$ cat src/rtl/trap_array_sequencer_if.sv
// Host / valve-driver bundle for trap_array_sequencer.
// Optional feature macro: ABORT_EN adds the 'abort' request line.
// Handshake: start is a level sampled only while the sequencer is idle, and
// ch_mask/incub_cyc are captured on that same edge. busy tells the host that
// further start pulses are ignored. done and err are single-cycle pulses.
interface trap_array_sequencer_if #(
    parameter int N_CH  = 8,
    parameter int CNT_W = 16
);
    localparam int CH_W = $clog2(N_CH);

    logic              start;
    logic [N_CH-1:0]   ch_mask;
    logic [CNT_W-1:0]  incub_cyc;
`ifdef ABORT_EN
    logic              abort;
`endif
    logic              busy;
    logic              done;
    logic              err;
    logic [N_CH-1:0]   v_in;
    logic              v_chain;
    logic              v_wash;
    logic              v_waste;
    logic              v_iso;
    logic [N_CH-1:0]   v_rel;
    logic [CH_W-1:0]   cur_ch;
    logic [2:0]        state_dbg;

    modport master (
        output start, ch_mask, incub_cyc,
`ifdef ABORT_EN
        output abort,
`endif
        input  busy, done, err, v_in, v_chain, v_wash, v_waste, v_iso,
        input  v_rel, cur_ch, state_dbg
    );

    modport slave (
        input  start, ch_mask, incub_cyc,
`ifdef ABORT_EN
        input  abort,
`endif
        output busy, done, err, v_in, v_chain, v_wash, v_waste, v_iso,
        output v_rel, cur_ch, state_dbg
    );
endinterface

$ cat src/rtl/trap_array_sequencer.sv
// Load / flush / incubate / release sequencer for an N-channel cell-trap mux.
// Optional feature macro: ABORT_EN (abort request skips to flush + done).
// Every valve pattern is separated from the next by GAP_CYC all-closed cycles.
// All outputs are registered: they are decoded from the next state and
// captured on the same edge as the state itself.
module trap_array_sequencer #(
    parameter int N_CH      = 8,
    parameter int CNT_W     = 16,
    parameter int LOAD_CYC  = 4,
    parameter int FLUSH_CYC = 6,
    parameter int REL_CYC   = 3,
    parameter int GAP_CYC   = 2
) (
    input logic clk,
    input logic rst,
    trap_array_sequencer_if.slave bus
);
    localparam int CH_W = $clog2(N_CH);

    // Counters hold "cycles remaining minus one" so the exit test is == 0.
    localparam logic [CNT_W-1:0] GAP_LAST   = CNT_W'(GAP_CYC - 1);
    localparam logic [CNT_W-1:0] LOAD_LAST  = CNT_W'(LOAD_CYC - 1);
    localparam logic [CNT_W-1:0] FLUSH_LAST = CNT_W'(FLUSH_CYC - 1);
    localparam logic [CNT_W-1:0] REL_LAST   = CNT_W'(REL_CYC - 1);

    typedef enum logic [2:0] {
        S_IDLE    = 3'd0,
        S_GAP     = 3'd1,
        S_LOAD    = 3'd2,
        S_FLUSH   = 3'd3,
        S_INCUB   = 3'd4,
        S_RELEASE = 3'd5,
        S_DONE    = 3'd6
    } state_e;

    state_e            state_q, state_d;
    state_e            pend_q, pend_d;
    logic [CH_W-1:0]   ch_q, ch_d;
    logic [N_CH-1:0]   mask_q, mask_d;
    logic [CNT_W-1:0]  incub_q, incub_d;
    logic [CNT_W-1:0]  cnt_q, cnt_d;
    logic              aborted_q, aborted_d;
    logic              reject;

    logic              busy_q, busy_d;
    logic              done_q, done_d;
    logic              err_q, err_d;
    logic [N_CH-1:0]   v_in_q, v_in_d;
    logic              v_chain_q, v_chain_d;
    logic              v_wash_q, v_wash_d;
    logic              v_waste_q, v_waste_d;
    logic              v_iso_q, v_iso_d;
    logic [N_CH-1:0]   v_rel_q, v_rel_d;
    logic [CH_W-1:0]   cur_ch_q, cur_ch_d;

    logic [CH_W-1:0]   in_low_ch;
    logic [CH_W-1:0]   low_ch;
    logic [CH_W-1:0]   nxt_ch;
    logic              nxt_found;

    // Channel pickers: lowest bit of the incoming mask, lowest bit of the
    // latched mask, and next latched bit strictly above the current channel.
    always_comb begin
        in_low_ch = '0;
        low_ch    = '0;
        nxt_ch    = '0;
        nxt_found = 1'b0;
        for (int i = N_CH - 1; i >= 0; i--) begin
            if (bus.ch_mask[i]) in_low_ch = CH_W'(i);
            if (mask_q[i]) low_ch = CH_W'(i);
            if (mask_q[i] && (i > int'(ch_q))) begin
                nxt_ch    = CH_W'(i);
                nxt_found = 1'b1;
            end
        end
    end

    // State and sequencing registers.
    always_ff @(posedge clk) begin
        if (rst) begin
            state_q   <= S_IDLE;
            pend_q    <= S_IDLE;
            ch_q      <= '0;
            mask_q    <= '0;
            incub_q   <= '0;
            cnt_q     <= '0;
            aborted_q <= 1'b0;
        end else begin
            state_q   <= state_d;
            pend_q    <= pend_d;
            ch_q      <= ch_d;
            mask_q    <= mask_d;
            incub_q   <= incub_d;
            cnt_q     <= cnt_d;
            aborted_q <= aborted_d;
        end
    end

    // Next-state logic: every valve state exits through GAP with the
    // following state parked in pend_q.
    always_comb begin
        state_d   = state_q;
        pend_d    = pend_q;
        ch_d      = ch_q;
        mask_d    = mask_q;
        incub_d   = incub_q;
        cnt_d     = cnt_q;
        aborted_d = aborted_q;
        reject    = 1'b0;
        case (state_q)
            S_IDLE: begin
                if (bus.start) begin
                    if (bus.ch_mask != '0) begin
                        state_d   = S_GAP;
                        pend_d    = S_LOAD;
                        ch_d      = in_low_ch;
                        mask_d    = bus.ch_mask;
                        incub_d   = bus.incub_cyc;
                        cnt_d     = GAP_LAST;
                        aborted_d = 1'b0;
                    end else begin
                        reject = 1'b1;
                    end
                end
            end
            S_GAP: begin
                if (cnt_q != '0) begin
                    cnt_d = cnt_q - 1'b1;
                end else begin
                    case (pend_q)
                        S_LOAD: begin
                            state_d = S_LOAD;
                            cnt_d   = LOAD_LAST;
                        end
                        S_FLUSH: begin
                            state_d = S_FLUSH;
                            cnt_d   = FLUSH_LAST;
                        end
                        S_INCUB: begin
                            // Zero incubation goes straight to the first release.
                            if (incub_q == '0) begin
                                state_d = S_RELEASE;
                                ch_d    = low_ch;
                                cnt_d   = REL_LAST;
                            end else begin
                                state_d = S_INCUB;
                                cnt_d   = incub_q - 1'b1;
                            end
                        end
                        S_RELEASE: begin
                            state_d = S_RELEASE;
                            cnt_d   = REL_LAST;
                        end
                        default: state_d = S_DONE;
                    endcase
                end
            end
            S_LOAD: begin
                if (cnt_q != '0) begin
                    cnt_d = cnt_q - 1'b1;
                end else begin
                    state_d = S_GAP;
                    cnt_d   = GAP_LAST;
                    if (nxt_found) begin
                        pend_d = S_LOAD;
                        ch_d   = nxt_ch;
                    end else begin
                        pend_d = S_FLUSH;
                    end
                end
            end
            S_FLUSH: begin
                if (cnt_q != '0) begin
                    cnt_d = cnt_q - 1'b1;
                end else begin
                    state_d = S_GAP;
                    cnt_d   = GAP_LAST;
                    pend_d  = aborted_q ? S_DONE : S_INCUB;
                end
            end
            S_INCUB: begin
                if (cnt_q != '0) begin
                    cnt_d = cnt_q - 1'b1;
                end else begin
                    state_d = S_RELEASE;
                    ch_d    = low_ch;
                    cnt_d   = REL_LAST;
                end
            end
            S_RELEASE: begin
                if (cnt_q != '0) begin
                    cnt_d = cnt_q - 1'b1;
                end else begin
                    state_d = S_GAP;
                    cnt_d   = GAP_LAST;
                    if (nxt_found) begin
                        pend_d = S_RELEASE;
                        ch_d   = nxt_ch;
                    end else begin
                        pend_d = S_DONE;
                    end
                end
            end
            S_DONE:  state_d = S_IDLE;
            default: state_d = S_IDLE;
        endcase
`ifdef ABORT_EN
        // A second abort after the first is accepted would only repeat the flush.
        if (bus.abort && !aborted_q &&
            (state_q inside {S_GAP, S_LOAD, S_INCUB, S_RELEASE})) begin
            state_d   = S_GAP;
            pend_d    = S_FLUSH;
            cnt_d     = GAP_LAST;
            aborted_d = 1'b1;
        end
`endif
    end

    // Output decode from the upcoming state so the registered outputs line up
    // with the state register.
    always_comb begin
        busy_d    = (state_d != S_IDLE);
        done_d    = (state_d == S_DONE);
        err_d     = reject | (done_d & aborted_d);
        v_in_d    = '0;
        v_chain_d = 1'b0;
        v_wash_d  = 1'b0;
        v_waste_d = 1'b0;
        v_iso_d   = 1'b0;
        v_rel_d   = '0;
        cur_ch_d  = '0;
        case (state_d)
            S_LOAD: begin
                v_in_d    = N_CH'(1) << ch_d;
                v_chain_d = 1'b1;
                v_waste_d = 1'b1;
                cur_ch_d  = ch_d;
            end
            S_FLUSH: begin
                v_wash_d  = 1'b1;
                v_chain_d = 1'b1;
                v_waste_d = 1'b1;
            end
            S_RELEASE: begin
                v_iso_d  = 1'b1;
                v_rel_d  = N_CH'(1) << ch_d;
                cur_ch_d = ch_d;
            end
            default: ;
        endcase
    end

    // Output registers; reset closes every valve on the next edge.
    always_ff @(posedge clk) begin
        if (rst) begin
            busy_q    <= 1'b0;
            done_q    <= 1'b0;
            err_q     <= 1'b0;
            v_in_q    <= '0;
            v_chain_q <= 1'b0;
            v_wash_q  <= 1'b0;
            v_waste_q <= 1'b0;
            v_iso_q   <= 1'b0;
            v_rel_q   <= '0;
            cur_ch_q  <= '0;
        end else begin
            busy_q    <= busy_d;
            done_q    <= done_d;
            err_q     <= err_d;
            v_in_q    <= v_in_d;
            v_chain_q <= v_chain_d;
            v_wash_q  <= v_wash_d;
            v_waste_q <= v_waste_d;
            v_iso_q   <= v_iso_d;
            v_rel_q   <= v_rel_d;
            cur_ch_q  <= cur_ch_d;
        end
    end

    assign bus.busy      = busy_q;
    assign bus.done      = done_q;
    assign bus.err       = err_q;
    assign bus.v_in      = v_in_q;
    assign bus.v_chain   = v_chain_q;
    assign bus.v_wash    = v_wash_q;
    assign bus.v_waste   = v_waste_q;
    assign bus.v_iso     = v_iso_q;
    assign bus.v_rel     = v_rel_q;
    assign bus.cur_ch    = cur_ch_q;
    assign bus.state_dbg = state_q;
endmodule
$ cat src/flat_wrapper.sv
// flat-port wrapper written by rule: the top's interface ports become plain ports
module trap_array_sequencer_flat 
#(
    parameter int N_CH      = 8,
    parameter int CNT_W     = 16,
    parameter int LOAD_CYC  = 4,
    parameter int FLUSH_CYC = 6,
    parameter int REL_CYC   = 3,
    parameter int GAP_CYC   = 2
)
  (clk, rst, bus_start, bus_ch_mask, bus_incub_cyc, bus_busy, bus_done, bus_err, bus_v_in, bus_v_chain, bus_v_wash, bus_v_waste, bus_v_iso, bus_v_rel, bus_cur_ch, bus_state_dbg);
  trap_array_sequencer_if #(.N_CH(N_CH), .CNT_W(CNT_W)) bus_i ();
  input logic clk;
  input logic rst;
  input wire logic [$bits(bus_i.start)-1:0] bus_start;
  input wire logic [$bits(bus_i.ch_mask)-1:0] bus_ch_mask;
  input wire logic [$bits(bus_i.incub_cyc)-1:0] bus_incub_cyc;
  output wire logic [$bits(bus_i.busy)-1:0] bus_busy;
  output wire logic [$bits(bus_i.done)-1:0] bus_done;
  output wire logic [$bits(bus_i.err)-1:0] bus_err;
  output wire logic [$bits(bus_i.v_in)-1:0] bus_v_in;
  output wire logic [$bits(bus_i.v_chain)-1:0] bus_v_chain;
  output wire logic [$bits(bus_i.v_wash)-1:0] bus_v_wash;
  output wire logic [$bits(bus_i.v_waste)-1:0] bus_v_waste;
  output wire logic [$bits(bus_i.v_iso)-1:0] bus_v_iso;
  output wire logic [$bits(bus_i.v_rel)-1:0] bus_v_rel;
  output wire logic [$bits(bus_i.cur_ch)-1:0] bus_cur_ch;
  output wire logic [$bits(bus_i.state_dbg)-1:0] bus_state_dbg;
  assign bus_i.start = bus_start;
  assign bus_i.ch_mask = bus_ch_mask;
  assign bus_i.incub_cyc = bus_incub_cyc;
  assign bus_busy = bus_i.busy;
  assign bus_done = bus_i.done;
  assign bus_err = bus_i.err;
  assign bus_v_in = bus_i.v_in;
  assign bus_v_chain = bus_i.v_chain;
  assign bus_v_wash = bus_i.v_wash;
  assign bus_v_waste = bus_i.v_waste;
  assign bus_v_iso = bus_i.v_iso;
  assign bus_v_rel = bus_i.v_rel;
  assign bus_cur_ch = bus_i.cur_ch;
  assign bus_state_dbg = bus_i.state_dbg;
  trap_array_sequencer #(.N_CH(N_CH), .CNT_W(CNT_W), .LOAD_CYC(LOAD_CYC), .FLUSH_CYC(FLUSH_CYC), .REL_CYC(REL_CYC), .GAP_CYC(GAP_CYC)) u_core (.clk(clk), .rst(rst), .bus(bus_i));
endmodule
$ cat config.mk
export PLATFORM = sky130hd
export DESIGN_NAME = trap_array_sequencer_flat
export DESIGN_NICKNAME = d
export VERILOG_FILES = /design/src/rtl/trap_array_sequencer_if.sv /design/src/rtl/trap_array_sequencer.sv /design/src/flat_wrapper.sv
export SDC_FILE = /design/constraint.sdc
export NUM_CORES = 1
export LEC_CHECK = 0
export BUFFER_PORTS_ARGS = -buffer_cell sky130_fd_sc_hd__buf_2
export CAP_MARGIN = 20
export CORE_ASPECT_RATIO = 1.1
export CORE_MARGIN = 2
export CORE_UTILIZATION = 58
export CTS_CLUSTER_DIAMETER = 80
export DETAILED_ROUTE_END_ITERATION = 7
export PLACE_DENSITY = 0.86
export SETUP_SLACK_MARGIN = 0.1
export SLEW_MARGIN = 40
export SYNTH_ARGS = -nofsm -noshare
export SYNTH_HDL_FRONTEND = slang
export SYNTH_SLANG_ARGS = --single-unit
$ cat constraint.sdc
create_clock -name clk -period 3.1 [get_ports clk]
set_input_delay 0.155 -clock clk [delete_from_list [all_inputs] [get_ports clk]]
set_output_delay 0.155 -clock clk [all_outputs]
set_load 0.01 [all_outputs]
==> qor.yml <==
num_io_pins: 56
gp_congestion: 0.914
ys_types: 67
drv_slew: 0
layout-drive-gt1-share_pct: 21.6
arrival_ns: 3.29
synthCells: 531
ir_drop_mv: 0.700
hp-class: "input pin to flip-flop"
fin_skew_ns: 0.00656
p_per_area_nw_per_um2: 1100
drc: 0
synth_edf_count: 0
finalSetupViolCount: 0
seqCellArea_um2: 1510
ys.flop_type: "dfxtp_1"
worst_pin_slew_ns: 0.772
critPathSlowestCell: "or4_4"
cp_slowest_stage_delay_ns: 0.60
start_util_pct: 58.9
seq_power_share_pct: 26.0
grt_util_all_layers_pct: 29.2
yosys_warnings: 0
grt_first_pass_wirelength_mm: 18.4
postRouteAntennaNets: 0
drt_pre_antenna_iters: 5
max_freq_mhz: 334
synth_async_sr_flop_share_pct: 0
clk_latency_ns: 0.36
htreeDepth: 3
final_cells: 691
ctsLongestPathBuffers: 2
wirelength_mm: 11.6
portBuffers: 55
dieWidth_um: 84.0
cts_hold_buf: 0
fillers: 538
switching_share_pct: 46.6
slew_headroom_pct: 48.0
p_total_mw: 5.35
synth_seq_cells: 75
start_kind: "flip-flop"
p_clk_share_pct: 14.8
rsz0062_at_grt: "true"
cts_made_buffers: 9
cts_tree: "built"
pwr-share-comb_pct: 59.2
die_h_um: 92.0
critPathMaxFanout: 6
crit_chain: "or4_4 -> nor4_4 -> buf_12 -> nand4_1 -> mux2i_2 -> o211a_1 -> or4_4 -> nor3_2"
viasPerCell: 6.39
cts.sinks: 75
area_growth_pct: 19.5
period_minus_slack_ns: 2.99
tns_ns: 0
status: "complete, no violations"
internal-power_mw: 2.86
gr-total-overflow: 0
end_kind: "flip-flop"
core-area_um2: 6930
worstSetupPathType: "flip-flop to flip-flop"
p_leak_nw: 2.02
clk_pin_slew_ns: 0.08
multi_input_area_um2: 2440
syn_area_um2: 4080
placed_cells: 662
p_sw_mw: 2.49
antenna_found_initial: 0
grt_pass1_vias: 4017
drtIter0Drc: 444
cts_root_buf: "clkbuf_8"
wl_per_cell_um: 16.8
dieArea_um2: 7720
grt_max_degree: 54
ys_seq_area_share_pct: 36.8
rows: 32
critPathRequiredTime_ns: 3.39
fin_crit_sh_pct: 96.5
drv_cap: 0
routed-via-count: 4417
avgSynthCellArea_um2: 7.69
fin_nets: 631
crit_top_cell: "or4_4"
antenna_cells: 0
final_hold_viol_count: 0
dpl.hpwl_mm: 7.85
syn_nets: 561
timing repair:
item,in CTS,in global routing
endpoints found under the setup margin,0,13
gates resized for setup,0,13
buffers inserted,0,11
layout make-up:
class	count	area share, %
multi-input cells	415	50.1
flip-flops and latches	75	30.9
repair buffers	87	11.6
clock buffers	9	2.54
well taps	85	2.18
clock inverters	7	1.72
inverters	13	1.00
sequential cells by signal, indices dropped and copies added (netlist names), 3 cells and up:
register	count
u_core.cnt_q	16
u_core.bus.cur_ch	3
u_core.mask_q	8
u_core.bus.state_dbg	3
u_core.incub_q	16
u_core.ch_q	3
u_core.pend_q	3
u_core.bus.v_in	8
u_core.bus.v_rel	8
cell usage in the layout, fill, tap and decap left out, types with 5 or more instances in the layout:
master / n
dfxtp_1: 72
nand2_1: 71
nor2_1: 65
a21oi_1: 55
buf_2: 54
nor3_1: 33
buf_4: 30
o21ai_0: 23
inv_1: 11
a31oi_1: 9
xnor2_1: 9
clkbuf_8: 9
or4_1: 8
nor2b_1: 8
nand3_1: 7
nor4_1: 7
xor2_1: 7
mux2i_1: 6
nand4_1: 6
a22oi_1: 6
o22ai_1: 5
o31ai_1: 5
o21bai_1: 5
power groups by stage:
stage	Clock [mW]	Sequential [mW]	Combinational (mW)
floorplan	0	1.33	2.03
global placement	0	1.39	2.65
detailed placement	0	1.40	2.71
CTS	0.794	1.38	2.75
global route	0.827	1.42	3.44
finish	0.793	1.39	3.17
cell families (layout without fill, tap and decap cells):
group                    count (synthesis)  in the layout  synth area share (%)
flip-flops                              75             75                  36.8
multiplexers                             7              7                  1.72
adder cells (fa/ha/maj)                  3              3                 0.920
AO/OA/AOI/OAI                          151            151                  23.7
XOR/XNOR                                16             16                  3.43
buffers and inverters                   41            116                  4.29
AND/OR/NAND/NOR                        238            238                  29.2
critical path, delay by kind of cell (launching register included):
family / cells / cell delay (ns)
DFF: 1 / 0.37
muxes: 1 / 0.25
buffers and inverters: 1 / 0.16
and+or+nand+nor: 5 / 1.89
AOI/OAI and AO/OA: 1 / 0.26
metrics by stage:
step | instance area, um2 | hold WS (ns) | utilization [%] | setup slack, ns
floorplan | 4080 | 0.291 | - | 0.349
global placement | 4500 | 0.397 | 64.9 | 0.244
detailed placement | 4500 | 0.403 | 65.0 | 0.155
CTS | 4710 | 0.0224 | 68.0 | 0.112
global route | 4880 | 0.0343 | 70.4 | 0.0362
finish | 4880 | 0.0284 | 70.4 | 0.108
synthesized netlist by cell type (3+ instances only):
cell type,count,area share (%)
dfxtp_1,75,37
nand2_1,71,6.5
nor2_1,65,6.0
a21oi_1,55,6.7
nor3_1,33,4.0
o21ai_0,23,2.8
clkbuf_1,20,1.8
inv_1,13,1.2
a31oi_1,9,1.4
or4_1,9,1.7
xnor2_1,9,1.9
nor2b_1,8,1.2
mux2i_1,7,1.7
nand3_1,7,0.86
nor4_1,7,1.1
xor2_1,7,1.5
a22oi_1,6,1.1
nand4_1,6,0.92
o21bai_1,5,0.92
o22ai_1,5,0.77
o31ai_1,5,0.92
a22o_1,4,0.86
and3_1,4,0.61
nand2b_1,4,0.61
nor3_2,4,0.98
o21ai_1,4,0.49
a21boi_0,3,0.55
and2_1,3,0.46
buf_1,3,0.28
ha_1,3,0.92
o21a_1,3,0.55
or3_1,3,0.46
or4_4,3,0.83
worst paths after layout:
check	start	to	slack (ns)	cells after the start
max	u_core.cnt_q[4]	u_core.bus.v_rel[6]	0.11	8
min	bus_incub_cyc[6]	u_core.incub_q[6]	0.03	3
max reg2reg	u_core.cnt_q[4]	u_core.bus.v_rel[6]	0.11	8
min reg2reg	u_core.incub_q[4]	u_core.incub_q[4]	0.49	2
metal layers:
layer / share of wire [%] / track usage (%) / vias to the layer above / wire [um]
li1: - / - / 2060 / -
met1: 40 / 35.2 / 2076 / 4690
met2: 49 / 49.8 / 237 / 5730
met3: 7.1 / 5.85 / 44 / 825
met4: 3.3 / 13.7 / 0 / 380
met5: 0 / 0 / - / 0
(Power assumes the default switching activity.)
